--- src/rtl/prog_run_sequencer.sv ---
// Run controller in front of the program counter: launches a program, gates the core,
// counts run cycles, ends on halt (after a drain) or timeout, and hands completion back via Req/Done.
//
// state  | meaning
// IDLE   | waiting for a host request with a valid program index
// LAUNCH | one-cycle Start pulse to reset the PC, core still gated
// RUN    | core enabled, cycle counter advancing
// DRAIN  | core gated after Halt so in-flight writes retire
// DONE   | completion reported, held until the host drops Req
module prog_run_sequencer #(
  parameter int NPROG     = 3,
  parameter int CNT_W     = 16,
  parameter int TIMEOUT   = 4096,
  parameter int DRAIN_CYC = 2
) (
  input  logic             Clk,
  input  logic             Reset,
  input  logic             Req,
  input  logic [1:0]       ProgSel,
  input  logic             Abort,
  input  logic             Halt,
  output logic             Start,
  output logic             CoreEn,
  output logic             Busy,
  output logic             Done,
  output logic             TimedOut,
  output logic             ErrBadSel,
  output logic [1:0]       ProgIdx,
  output logic [CNT_W-1:0] CycleCount
);

  localparam int               DW         = (DRAIN_CYC > 1) ? $clog2(DRAIN_CYC) : 1;
  localparam logic [CNT_W-1:0] CNT_LAST   = CNT_W'(TIMEOUT - 1);
  localparam logic [DW-1:0]    DRAIN_LOAD = DW'(DRAIN_CYC - 1);
  localparam logic [2:0]       NPROG_V    = 3'(NPROG);

  typedef enum logic [2:0] {
    S_IDLE,
    S_LAUNCH,
    S_RUN,
    S_DRAIN,
    S_DONE
  } state_t;

  state_t          state;
  state_t          state_nxt;
  logic [DW-1:0]   drain_cnt;
  logic            sel_bad;
  logic            launch;
  logic            bad_pulse;
  logic            bad_hold;
  logic [1:0]      bad_sel;
  logic            timeout_hit;

  assign sel_bad     = ({1'b0, ProgSel} >= NPROG_V);
  assign launch      = (state == S_IDLE) && Req && !sel_bad;
  // A held bad request reports once; it re-arms when Req drops or the index changes.
  assign bad_pulse   = (state == S_IDLE) && Req && sel_bad && !(bad_hold && (ProgSel == bad_sel));
  assign timeout_hit = (CycleCount == CNT_LAST);

  always_ff @(posedge Clk or negedge Reset) begin
    if (!Reset) begin
      state <= S_IDLE;
    end else begin
      state <= state_nxt;
    end
  end

  // Priority inside RUN: Abort, then Halt, then timeout.
  always_comb begin
    state_nxt = state;
    case (state)
      S_IDLE:   if (launch) state_nxt = S_LAUNCH;
      S_LAUNCH: state_nxt = Abort ? S_IDLE : S_RUN;
      S_RUN: begin
        if (Abort)            state_nxt = S_IDLE;
        else if (Halt)        state_nxt = S_DRAIN;
        else if (timeout_hit) state_nxt = S_DONE;
      end
      S_DRAIN: begin
        if (Abort)                state_nxt = S_IDLE;
        else if (drain_cnt == '0) state_nxt = S_DONE;
      end
      S_DONE:   if (!Req) state_nxt = S_IDLE;
      default:  state_nxt = S_IDLE;
    endcase
  end

  always_comb begin
    Start  = (state == S_LAUNCH);
    CoreEn = (state == S_RUN);
    Busy   = (state == S_LAUNCH) || (state == S_RUN) || (state == S_DRAIN);
    Done   = (state == S_DONE);
  end

  always_ff @(posedge Clk or negedge Reset) begin
    if (!Reset) begin
      ProgIdx    <= '0;
      CycleCount <= '0;
      TimedOut   <= 1'b0;
      drain_cnt  <= '0;
      ErrBadSel  <= 1'b0;
      bad_hold   <= 1'b0;
      bad_sel    <= '0;
    end else begin
      ErrBadSel <= bad_pulse;
      if (bad_pulse) begin
        bad_hold <= 1'b1;
        bad_sel  <= ProgSel;
      end else if (!Req || (ProgSel != bad_sel)) begin
        bad_hold <= 1'b0;
      end

      if (launch) begin
        ProgIdx    <= ProgSel;
        CycleCount <= '0;
        TimedOut   <= 1'b0;
      end

      // The final RUN cycle is counted whichever way the run ends.
      if (state == S_RUN) begin
        if (CycleCount != '1) CycleCount <= CycleCount + 1'b1;
        if (!Abort && !Halt && timeout_hit) TimedOut <= 1'b1;
        if (!Abort && Halt) drain_cnt <= DRAIN_LOAD;
      end

      if ((state == S_DRAIN) && (drain_cnt != '0)) drain_cnt <= drain_cnt - 1'b1;
    end
  end

endmodule

--- config.mk ---
export PLATFORM = sky130hd
export DESIGN_NAME = prog_run_sequencer
export DESIGN_NICKNAME = d
export VERILOG_FILES = /design/src/rtl/prog_run_sequencer.sv
export SDC_FILE = /design/constraint.sdc
export NUM_CORES = 1
export LEC_CHECK = 0
export ABC_CLOCK_PERIOD_IN_PS = 5000
export CAP_MARGIN = 10
export CORE_MARGIN = 2
export CORE_UTILIZATION = 43
export DETAILED_ROUTE_END_ITERATION = 10
export DONT_BUFFER_PORTS = 1
export SYNTH_ARGS = -nofsm -noshare
export SYNTH_HDL_FRONTEND = slang
export SYNTH_SLANG_ARGS = --single-unit
--- constraint.sdc ---
create_clock -name Clk -period 5 [get_ports Clk]
set_input_delay 1 -clock Clk [delete_from_list [all_inputs] [get_ports Clk]]
set_output_delay 1 -clock Clk [all_outputs]
set_load 0.02 [all_outputs]
==> results_dict.tcl, run 1 <==
set metrics [dict create \
    rrSetupSlack_ns 2.61 \
    synthToLayoutAreaGrowth_pct 3.59 \
    gp_congestion 0.812 \
    clock_latency_ns 0.33 \
    worstHoldPathType "input pin to async pin" \
    grt_pass1_vias 1105 \
    coreArea_um2 3390 \
    worstMarginPinSlew_ns 0.721 \
    dp_hpwl_um 2500 \
    leakage_nw 0.652 \
    fin_worst_skew_ns 0.00467 \
    synth_cell_type_count 44 \
    grt_usage_pct 17.7 \
    cap_violations 0 \
    wirelength_um 3490 \
    grt_max_degree 28 \
    crit_type "flip-flop to primary output" \
    power.density_nw_per_um2 361 \
    fin_cells 202 \
    cts-buffers-inserted 3 \
    worstPathRequired_ns 4.00 \
    die-width_um 63.7 \
    ys_seq_elements 27 \
    first_pass_iters 4 \
    multi_input_area_um2 795 \
    io_pins 31 \
    outcome "complete, no violations" \
    hold_viol 0 \
    relSlewSlack_pct 51.6 \
    start_util_pct 45.2 \
    synth_edf_count 0 \
    via_count 1234 \
    synthArstFlopShare_pct 100 \
    startpoint_type "flip-flop" \
    layout_commonest_cell "dfrtp_1" \
    cts_tree "yes" \
    crit_path_end_kind "primary output" \
    dieHeight_um 63.7 \
    htree_num_levels 1 \
    route.detailed.wl_per_inst_um 17.3 \
    layout_common_cells "dfrtp_1, a21oi_1, nor2_1" \
    clock-sinks 27 \
    drive_gt1_share_pct 10.3 \
    antenna_found_initial 0 \
    drtIter0Drc 69 \
    die_area_um2 4060 \
    reg2reg_depth 5 \
    cts.repair.resized 0 \
    rows 21 \
    placedCellCount 198 \
    fin_nets 165 \
    fin_tns_setup_ns 0 \
    critPathArrivalTime_ns 1.86 \
    fin_crit_ns 2.86 \
    ant_nets 0 \
    synthFlopType "dfrtp_1" \
    portBuffers 0 \
    syn_inst 158 \
    crit_fanout 16 \
    yosysWarnings 0 \
    slew_viol_final 0 \
    hold_buffers 0 \
    grt.overflow.total 0 \
    irDropWorstVdd_v 0.000194 \
    regArea_um2 676 \
    setup_viol 0 \
    fin_crit_sh_pct 57.2 \
    path_clk_slew_ns 0.16 \
    cts_root_buffer "clkbuf_4" \
    drt-vias-per-instance 6.11 \
    ys_seq_area_share_pct 44.1 \
    grt_pass1_wl_um 5680 \
    max_freq_mhz 349 \
    clock_path_buffers 2 \
    syn_area_um2 1530 \
    diodes 0 \
    fillers 324 \
    crit_chain "or3b_1, inv_2" \
    syn_nets 166 \
    slowest_stage "or3b_1" \
    slowest_delay_ns 0.62 \
    cts_setup_buffers 0 \
    drc 0 \
    syn_avg_cell_area_um2 9.70 \
    rsz0062_at_grt "no" \
]
per-layer routing:
metal | wire length (µm) | global-route usage, %
met5 | 0 | 0
met3 | 192 | 5.00
met2 | 1530 | 25.8
met4 | 37 | 4.62
met1 | 1720 | 25.7
report_power, final:
part | internal [mW] | switching, mW | total [mW]
clock | 0.0307 | 0.0697 | 0.100
combinational | 0.0510 | 0.100 | 0.151
sequential | 0.250 | 0.0708 | 0.321
total | 0.332 | 0.241 | 0.573
sequential cells by signal (all words and copies together) (netlist names):
register,flops
bad_hold,1
ErrBadSel,1
bad_sel,2
TimedOut,1
ProgIdx,2
state,3
CycleCount,16
drain_cnt,1
cells in the mapped netlist, drive strengths merged, types with 3 or more instances:
cell    instances  share of area (%)
a21oi          13                4.2
nor3           10                3.3
nand2          10                2.4
xnor2           3                1.7
o211ai          8                3.9
nor2           13                3.2
nor3b           5                2.4
dfrtp          27                 44
a211o           4                2.3
inv             8                2.0
nand3           8                3.8
o21ai           5                1.6
buf             6                2.1
or4             5                2.7
nand4           3                1.6
path summary, 6_finish.rpt:
path / start / end
setup / recovery: state[1]$_DFFE_PN0P_ / CoreEn
hold / removal: Reset / CycleCount[15]$_DFF_PN0_
setup reg to reg: state[1]$_DFFE_PN0P_ / CycleCount[7]$_DFF_PN0_
hold reg to reg: bad_hold$_DFFE_PN0P_ / ErrBadSel$_DFF_PN0_
max in group asynchronous: Reset / CycleCount[1]$_DFF_PN0_
min in group Clk: bad_hold$_DFFE_PN0P_ / ErrBadSel$_DFF_PN0_
cell type report:
cell class              count  share of cell area (%)
clock buffers               3                    1.42
inverters                   8                    1.89
well taps                  46                    3.62
multi-input cells         117                    50.0
clock inverters             1                   0.473
flip-flops and latches     27                    42.6
worst max-delay path, delay by kind of cell, from the launching register on:
family	cells	cell delay, ns
flops	1	0.53
buf+inv	1	0.37
simple gates	1	0.62
through the flow:
| stage | total power [mW] | setup WS (ns) | hold WS (ns) | instance area (µm²) | utilization (%) |
|---|---|---|---|---|---|
| 2_1_floorplan | 0.443 | 2.79 | 0.445 | 1530 | - |
| 3_3_place_gp | 0.470 | 2.61 | 0.462 | 1560 | 46.0 |
| 3_5_place_dp | 0.475 | 2.55 | 0.471 | 1560 | 46.0 |
| 4_1_cts | 0.579 | 2.15 | 0.311 | 1590 | 46.8 |
| 5_1_grt | 0.610 | 2.02 | 0.299 | 1590 | 46.8 |
| 6_report | 0.573 | 2.14 | 0.329 | 1590 | 46.8 |
cell families after synthesis:
| logic type | synth area share, % |
|---|---|
| compound gates | 20.7 |
| flops | 44.1 |
| simple gates | 26.0 |
| buf+inv | 4.08 |
| xor+xnor | 2.29 |
| mux | 2.04 |
| fa+ha+maj | 0.816 |
No activity file was read; power rests on OpenSTA's default activity.
==> run 2, diff against run 1 <==
--- a/config.mk
+++ b/config.mk
@@ -5,7 +5,8 @@
 export SDC_FILE = /design/constraint.sdc
 export NUM_CORES = 1
 export LEC_CHECK = 0
-export ABC_CLOCK_PERIOD_IN_PS = 5000
+export ABC_AREA = 1
+export ABC_CLOCK_PERIOD_IN_PS = 2900
 export CAP_MARGIN = 10
 export CORE_MARGIN = 2
 export CORE_UTILIZATION = 43
==> constraint.sdc (replaced) <==
create_clock -name Clk -period 2.9 [get_ports Clk]
set_input_delay 0.58 -clock Clk [delete_from_list [all_inputs] [get_ports Clk]]
set_output_delay 0.58 -clock Clk [all_outputs]
set_load 0.02 [all_outputs]
==> results_dict.tcl, run 2 <==
set metrics [dict create \
    critPathArrivalTime_ns 1.46 \
    leakage_nw 0.821 \
    synth.area.top_cells "dfrtp_1, nand2_1, nor2_1" \
    drt-vias-per-instance 4.98 \
    yosys.area_share.simple_pct 37.1 \
    largest_reg_flops 16 \
    yosysTopAreaCell "dfrtp_1" \
    grt.met2_usage_pct 27.9 \
    worstMarginPinSlew_ns 0.744 \
    p_switching_mw 0.462 \
    clockPowerShare_pct 16.8 \
    multi_input_area_um2 776 \
    path_clk_slew_ns 0.16 \
    crit_type "flip-flop to primary output" \
    grt.overflow.total 0 \
    synthToLayoutAreaGrowth_pct 6.86 \
    busiest_layer "met2" \
    drc 0 \
    worstPathRequired_ns 2.32 \
    fin_crit_ns 2.04 \
    crit_path_end_kind "primary output" \
    synthArstFlopShare_pct 100 \
    ant_nets 0 \
    gp_congestion 0.891 \
    drive_gt1_share_pct 10.1 \
    synth_cell_type_count 25 \
    via_count 1314 \
    synth_edf_count 0 \
    synth_top_family_by_area "simple AND/OR/NAND/NOR gates" \
    clock_latency_ns 0.33 \
    startpoint_type "flip-flop" \
    layout_commonest_cell "nand2_1" \
    yosysMostFrequentCell "nand2_1" \
    cap_violations 0 \
    cts.repair.resized 0 \
    htree_num_levels 1 \
    syn_area_um2 1570 \
    relSlewSlack_pct 50.0 \
    syn_inst 213 \
    slowest_delay_ns 0.64 \
    wirelength_um 3460 \
    layout_setup_ws_ns 0.859 \
    power.share.switching_pct 43.9 \
    hold_viol 0 \
    slowest_stage "nor3_1" \
    diodes 0 \
    top_regs "CycleCount (16), state (3)" \
    critical-path-top-delay-family "simple AND/OR/NAND/NOR gates" \
    fin_worst_skew_ns 0.00417 \
    first_pass_iters 4 \
    yosysWarnings 0 \
    drtIter0Drc 82 \
    power.density_nw_per_um2 628 \
    die-width_um 64.4 \
    io_pins 31 \
    reg2reg_depth 8 \
    grt_usage_pct 18.5 \
    grt_pass1_vias 1299 \
    rows 21 \
    hold_slack_ns 0.0328 \
    fin_crit_sh_pct 70.4 \
    power.internal_mw 0.590 \
    dieHeight_um 64.4 \
    ys_seq_area_share_pct 43.1 \
    crit_cells 1 \
    cts-buffers-inserted 3 \
    antenna_found_initial 0 \
    dp_worst_setup_slack_ns 1.18 \
    pwr-share-seq_pct 51.4 \
    regArea_um2 676 \
    design_area_um2 1680 \
    netlist_top_cells_count "nand2_1, nor2_1, inv_1, dfrtp_1, nand3_1" \
    largest-register "CycleCount" \
    coreArea_um2 3420 \
    synth_fa_ha_area_share_pct 0.798 \
    dp_hpwl_um 2570 \
    cts_tree "yes" \
    clock_path_buffers 2 \
    synth-compound-area-share_pct 7.10 \
    start_util_pct 45.9 \
    clock-sinks 27 \
    synth_mux_area_share_pct 0 \
    outcome "complete, no violations" \
    synth_top_cell_area_share_pct 43.1 \
    crit_chain "nor3_1" \
    synthFlopType "dfrtp_1" \
    layout_common_cells "nand2_1, nor2_1, inv_1" \
    setup_viol 0 \
    syn_avg_cell_area_um2 7.36 \
    slew_viol_final 0 \
    ys_seq_elements 27 \
    met1_usage_pct 26.8 \
    crit_buf_inv 0 \
    synthXorXnorAreaFrac_pct 4.47 \
    route.detailed.wl_per_inst_um 13.1 \
    die_area_um2 4140 \
    fin_nets 227 \
    irDropWorstVdd_v 0.000272 \
    grt_max_degree 28 \
    fillers 342 \
    power_frac_comb_pct 31.8 \
    gr-usage-met3_pct 3.70 \
    portBuffers 0 \
    cts_root_buffer "clkbuf_4" \
    fin_tns_setup_ns 0 \
    max_freq_mhz 490 \
    syn_nets 221 \
    worstHoldPathType "input pin to async pin" \
    rsz0062_at_grt "no" \
    grt_pass1_wl_um 6070 \
    crit_fanout 6 \
    dpl_cell_area_um2 1630 \
]
## run 2: cell types whose count changed in the layout (fill, tap and decap cells not counted), moves of 5 or more
cell	change
nand2_1	+49
inv_1	+21
nor2_1	+19
o211ai_1	-8
a21oi_1	-7
o21ai_1	+7
nor3_1	-5
nor3b_1	-5
xor2_1	+5
## run 2: kinds of logic after synthesis
group / count (synthesis)
XOR/XNOR: 8
AND/OR/NAND/NOR: 125
adder cells (fa/ha/maj): 1
buffers and inverters: 31
AO/OA/AOI/OAI: 21
flip-flops: 27
## run 2: final timing paths
path | start | end | slack, ns
worst max-delay path | state[1]$_DFFE_PN0P_ | Start | 0.86
worst min-delay path | Reset | CycleCount[8]$_DFF_PN0_ | 0.03
worst max register to register | CycleCount[0]$_DFF_PN0_ | CycleCount[2]$_DFF_PN0_ | 1.17
worst min register to register | bad_sel[1]$_DFFE_PN0P_ | bad_sel[1]$_DFFE_PN0P_ | 0.48
max in group asynchronous | Reset | CycleCount[10]$_DFF_PN0_ | 2.71
min in group Clk | ProgSel[0] | ProgIdx[0]$_DFFE_PN0P_ | 0.38
## run 2: power by group through the flow
stage,Clock [mW],Combinational (mW),Sequential (mW)
global placement,0,0.322,0.547
detailed placement,0,0.326,0.550
finish,0.177,0.334,0.541
floorplan,0,0.270,0.534
CTS,0.183,0.338,0.542
global route,0.200,0.387,0.551
## run 2: layout make-up
class                   instances  area share (%)
multi-input cells             155            46.3
flip-flops and latches         27            40.3
inverters                      31            6.95
well taps                      46            3.44
clock buffers                   3            1.34
repair buffers                  1            1.19
clock inverters                 1           0.448
## run 2: metal layers
layer	wire, µm	up-vias
met3	207	2
li1	-	676
met1	1710	602
met4	23	0
met2	1520	34
met5	0	-
## run 2: per-stage QoR
stage | power [mW] | util (%) | cells
floorplan | 0.804 | - | 213
global placement | 0.869 | 47.6 | 259
detailed placement | 0.876 | 47.6 | 259
CTS | 1.06 | 49.0 | 264
global route | 1.14 | 49.0 | 264
finish | 1.05 | 49.0 | 264
## run 2: repair_timing
item,in CTS,in global routing
setup buffers,0,0
hold buffers,1,0
hold endpoints to repair,27,0
==> run 3, diff against run 2 <==
--- a/config.mk
+++ b/config.mk
@@ -5,8 +5,8 @@
 export SDC_FILE = /design/constraint.sdc
 export NUM_CORES = 1
 export LEC_CHECK = 0
-export ABC_AREA = 1
-export ABC_CLOCK_PERIOD_IN_PS = 2900
+export ABC_AREA = 0
+export ABC_CLOCK_PERIOD_IN_PS = 1800
 export CAP_MARGIN = 10
 export CORE_MARGIN = 2
 export CORE_UTILIZATION = 43
==> constraint.sdc (replaced) <==
create_clock -name Clk -period 1.8 [get_ports Clk]
set_input_delay 0.36 -clock Clk [delete_from_list [all_inputs] [get_ports Clk]]
set_output_delay 0.36 -clock Clk [all_outputs]
set_load 0.02 [all_outputs]
==> results_dict.tcl, run 3 (synthesis results as in run 1) <==
set metrics [dict create \
    layout_common_cells "buf_4, dfrtp_1, nor2_1" \
    first_pass_iters 4 \
    drt-vias-per-instance 6.01 \
    fin_worst_skew_ns 0.00458 \
    ant_nets 0 \
    fin_tns_setup_ns 0 \
    critPathArrivalTime_ns 1.42 \
    crit_fanout 8 \
    die-width_um 63.7 \
    drtIter0Drc 64 \
    largest-register "CycleCount" \
    antenna_found_initial 0 \
    drive_gt1_share_pct 29.8 \
    gp_congestion 0.851 \
    diodes 0 \
    route.detailed.wl_per_inst_um 17.4 \
    power.density_nw_per_um2 969 \
    irDropWorstVdd_v 0.000477 \
    clock_latency_ns 0.33 \
    fin_crit_sh_pct 98.8 \
    portBuffers 0 \
    die_area_um2 4060 \
    grt.overflow.total 0 \
    cap_violations 0 \
    rows 21 \
    cts_tree "yes" \
    grt_pass1_wl_um 6430 \
    synthToLayoutAreaGrowth_pct 24.6 \
    crit_type "flip-flop to primary output" \
    cts_root_buffer "clkbuf_4" \
    largest_reg_flops 16 \
    outcome "complete, no violations" \
    slew_viol_final 0 \
    fin_nets 197 \
    dp_hpwl_um 2880 \
    rsz0062_at_grt "yes" \
    fillers 313 \
    layout_commonest_cell "buf_4" \
    grt_max_degree 28 \
    worstMarginPinSlew_ns 0.523 \
    grt_pass1_vias 1336 \
    setup_viol 0 \
    hold_viol 0 \
    power_mw 1.85 \
    clock_path_buffers 2 \
    htree_num_levels 1 \
    path_clk_slew_ns 0.15 \
    drc 0 \
    leakage_nw 0.834 \
    cts-buffers-inserted 3 \
    coreArea_um2 3390 \
    via_count 1407 \
    dieHeight_um 63.7 \
    fin_crit_ns 1.78 \
    crit_path_end_kind "primary output" \
    wirelength_um 4070 \
    top_regs "CycleCount (16), state (3)" \
    grt_usage_pct 20.5 \
    startpoint_type "flip-flop" \
    relSlewSlack_pct 65.1 \
    clock-sinks 27 \
    start_util_pct 45.2 \
    max_freq_mhz 563 \
    worstPathRequired_ns 1.44 \
    fin_util_pct 56.3 \
    worstHoldPathType "input pin to flip-flop" \
    io_pins 31 \
]
run 3: worst max-delay path, cell delays in order, from the launching register on:
cell	delay, ns
dfrtp_1	0.44
or3b_4	0.43
inv_4	0.08
buf_12	0.13
run 3: path summary, 6_finish.rpt:
kind                                           start                 endpoint  slack (ns)  cells after the start
worst min register to register  bad_hold$_DFFE_PN0P_      ErrBadSel$_DFF_PN0_        0.51                      1
worst min-delay path                           Abort     state[1]$_DFFE_PN0P_         0.1                      1
max in group asynchronous                      Reset  CycleCount[0]$_DFF_PN0_        1.20                      2
worst max-delay path            state[2]$_DFFE_PN0P_                   CoreEn        0.02                      3
min in group asynchronous                      Reset  CycleCount[6]$_DFF_PN0_        0.43                      2
worst max register to register  state[2]$_DFFE_PN0P_  CycleCount[7]$_DFF_PN0_        0.05                      5
run 3: layout make-up:
type | count | area (µm²) | share of cell area, %
Timing Repair Buffer | 32 | 285 | 14.9
Sequential cell | 27 | 678 | 35.5
Inverter | 8 | 32.5 | 1.70
Tap cell | 46 | 57.6 | 3.01
Clock inverter | 1 | 5.00 | 0.262
Multi-Input combinational cell | 117 | 828 | 43.4
Clock buffer | 3 | 22.5 | 1.18
run 3: power by group:
part / switching (mW) / leakage [nW] / internal, mW
sequential: 0.122 / 0.353 / 0.700
combinational: 0.433 / 0.463 / 0.320
clock: 0.191 / 0.0177 / 0.0837
run 3: routing by layer:
| layer | wire [µm] | track usage [%] | vias to the layer above |
|---|---|---|---|
| li1 | - | - | 664 |
| met1 | 1800 | 27.5 | 693 |
| met2 | 1920 | 31.7 | 42 |
| met3 | 261 | 5.18 | 8 |
| met4 | 82 | 7.88 | 0 |
| met5 | 0 | 0 | - |
run 3: timing repair:
item / in CTS / in global routing
hold endpoints to repair: 27 / 0
hold buffers: 2 / 0
resized for setup: 4 / 5
buffers inserted: 0 / 1
cloned: 0 / 1
setup endpoints to repair: 1 / 15
run 3: through the flow:
step / std cells / setup slack, ns / hold slack [ns] / cell area, µm²
floorplan: 158 / 0.000322 / 0.0644 / 1560
global route: 234 / -0.0405 / 0.0760 / 1910
global placement: 226 / 0.0706 / 0.0653 / 1790
CTS: 232 / 0.00915 / 0.0967 / 1860
detailed placement: 226 / 0.0400 / 0.0654 / 1790
finish: 234 / 0.0223 / 0.0978 / 1910
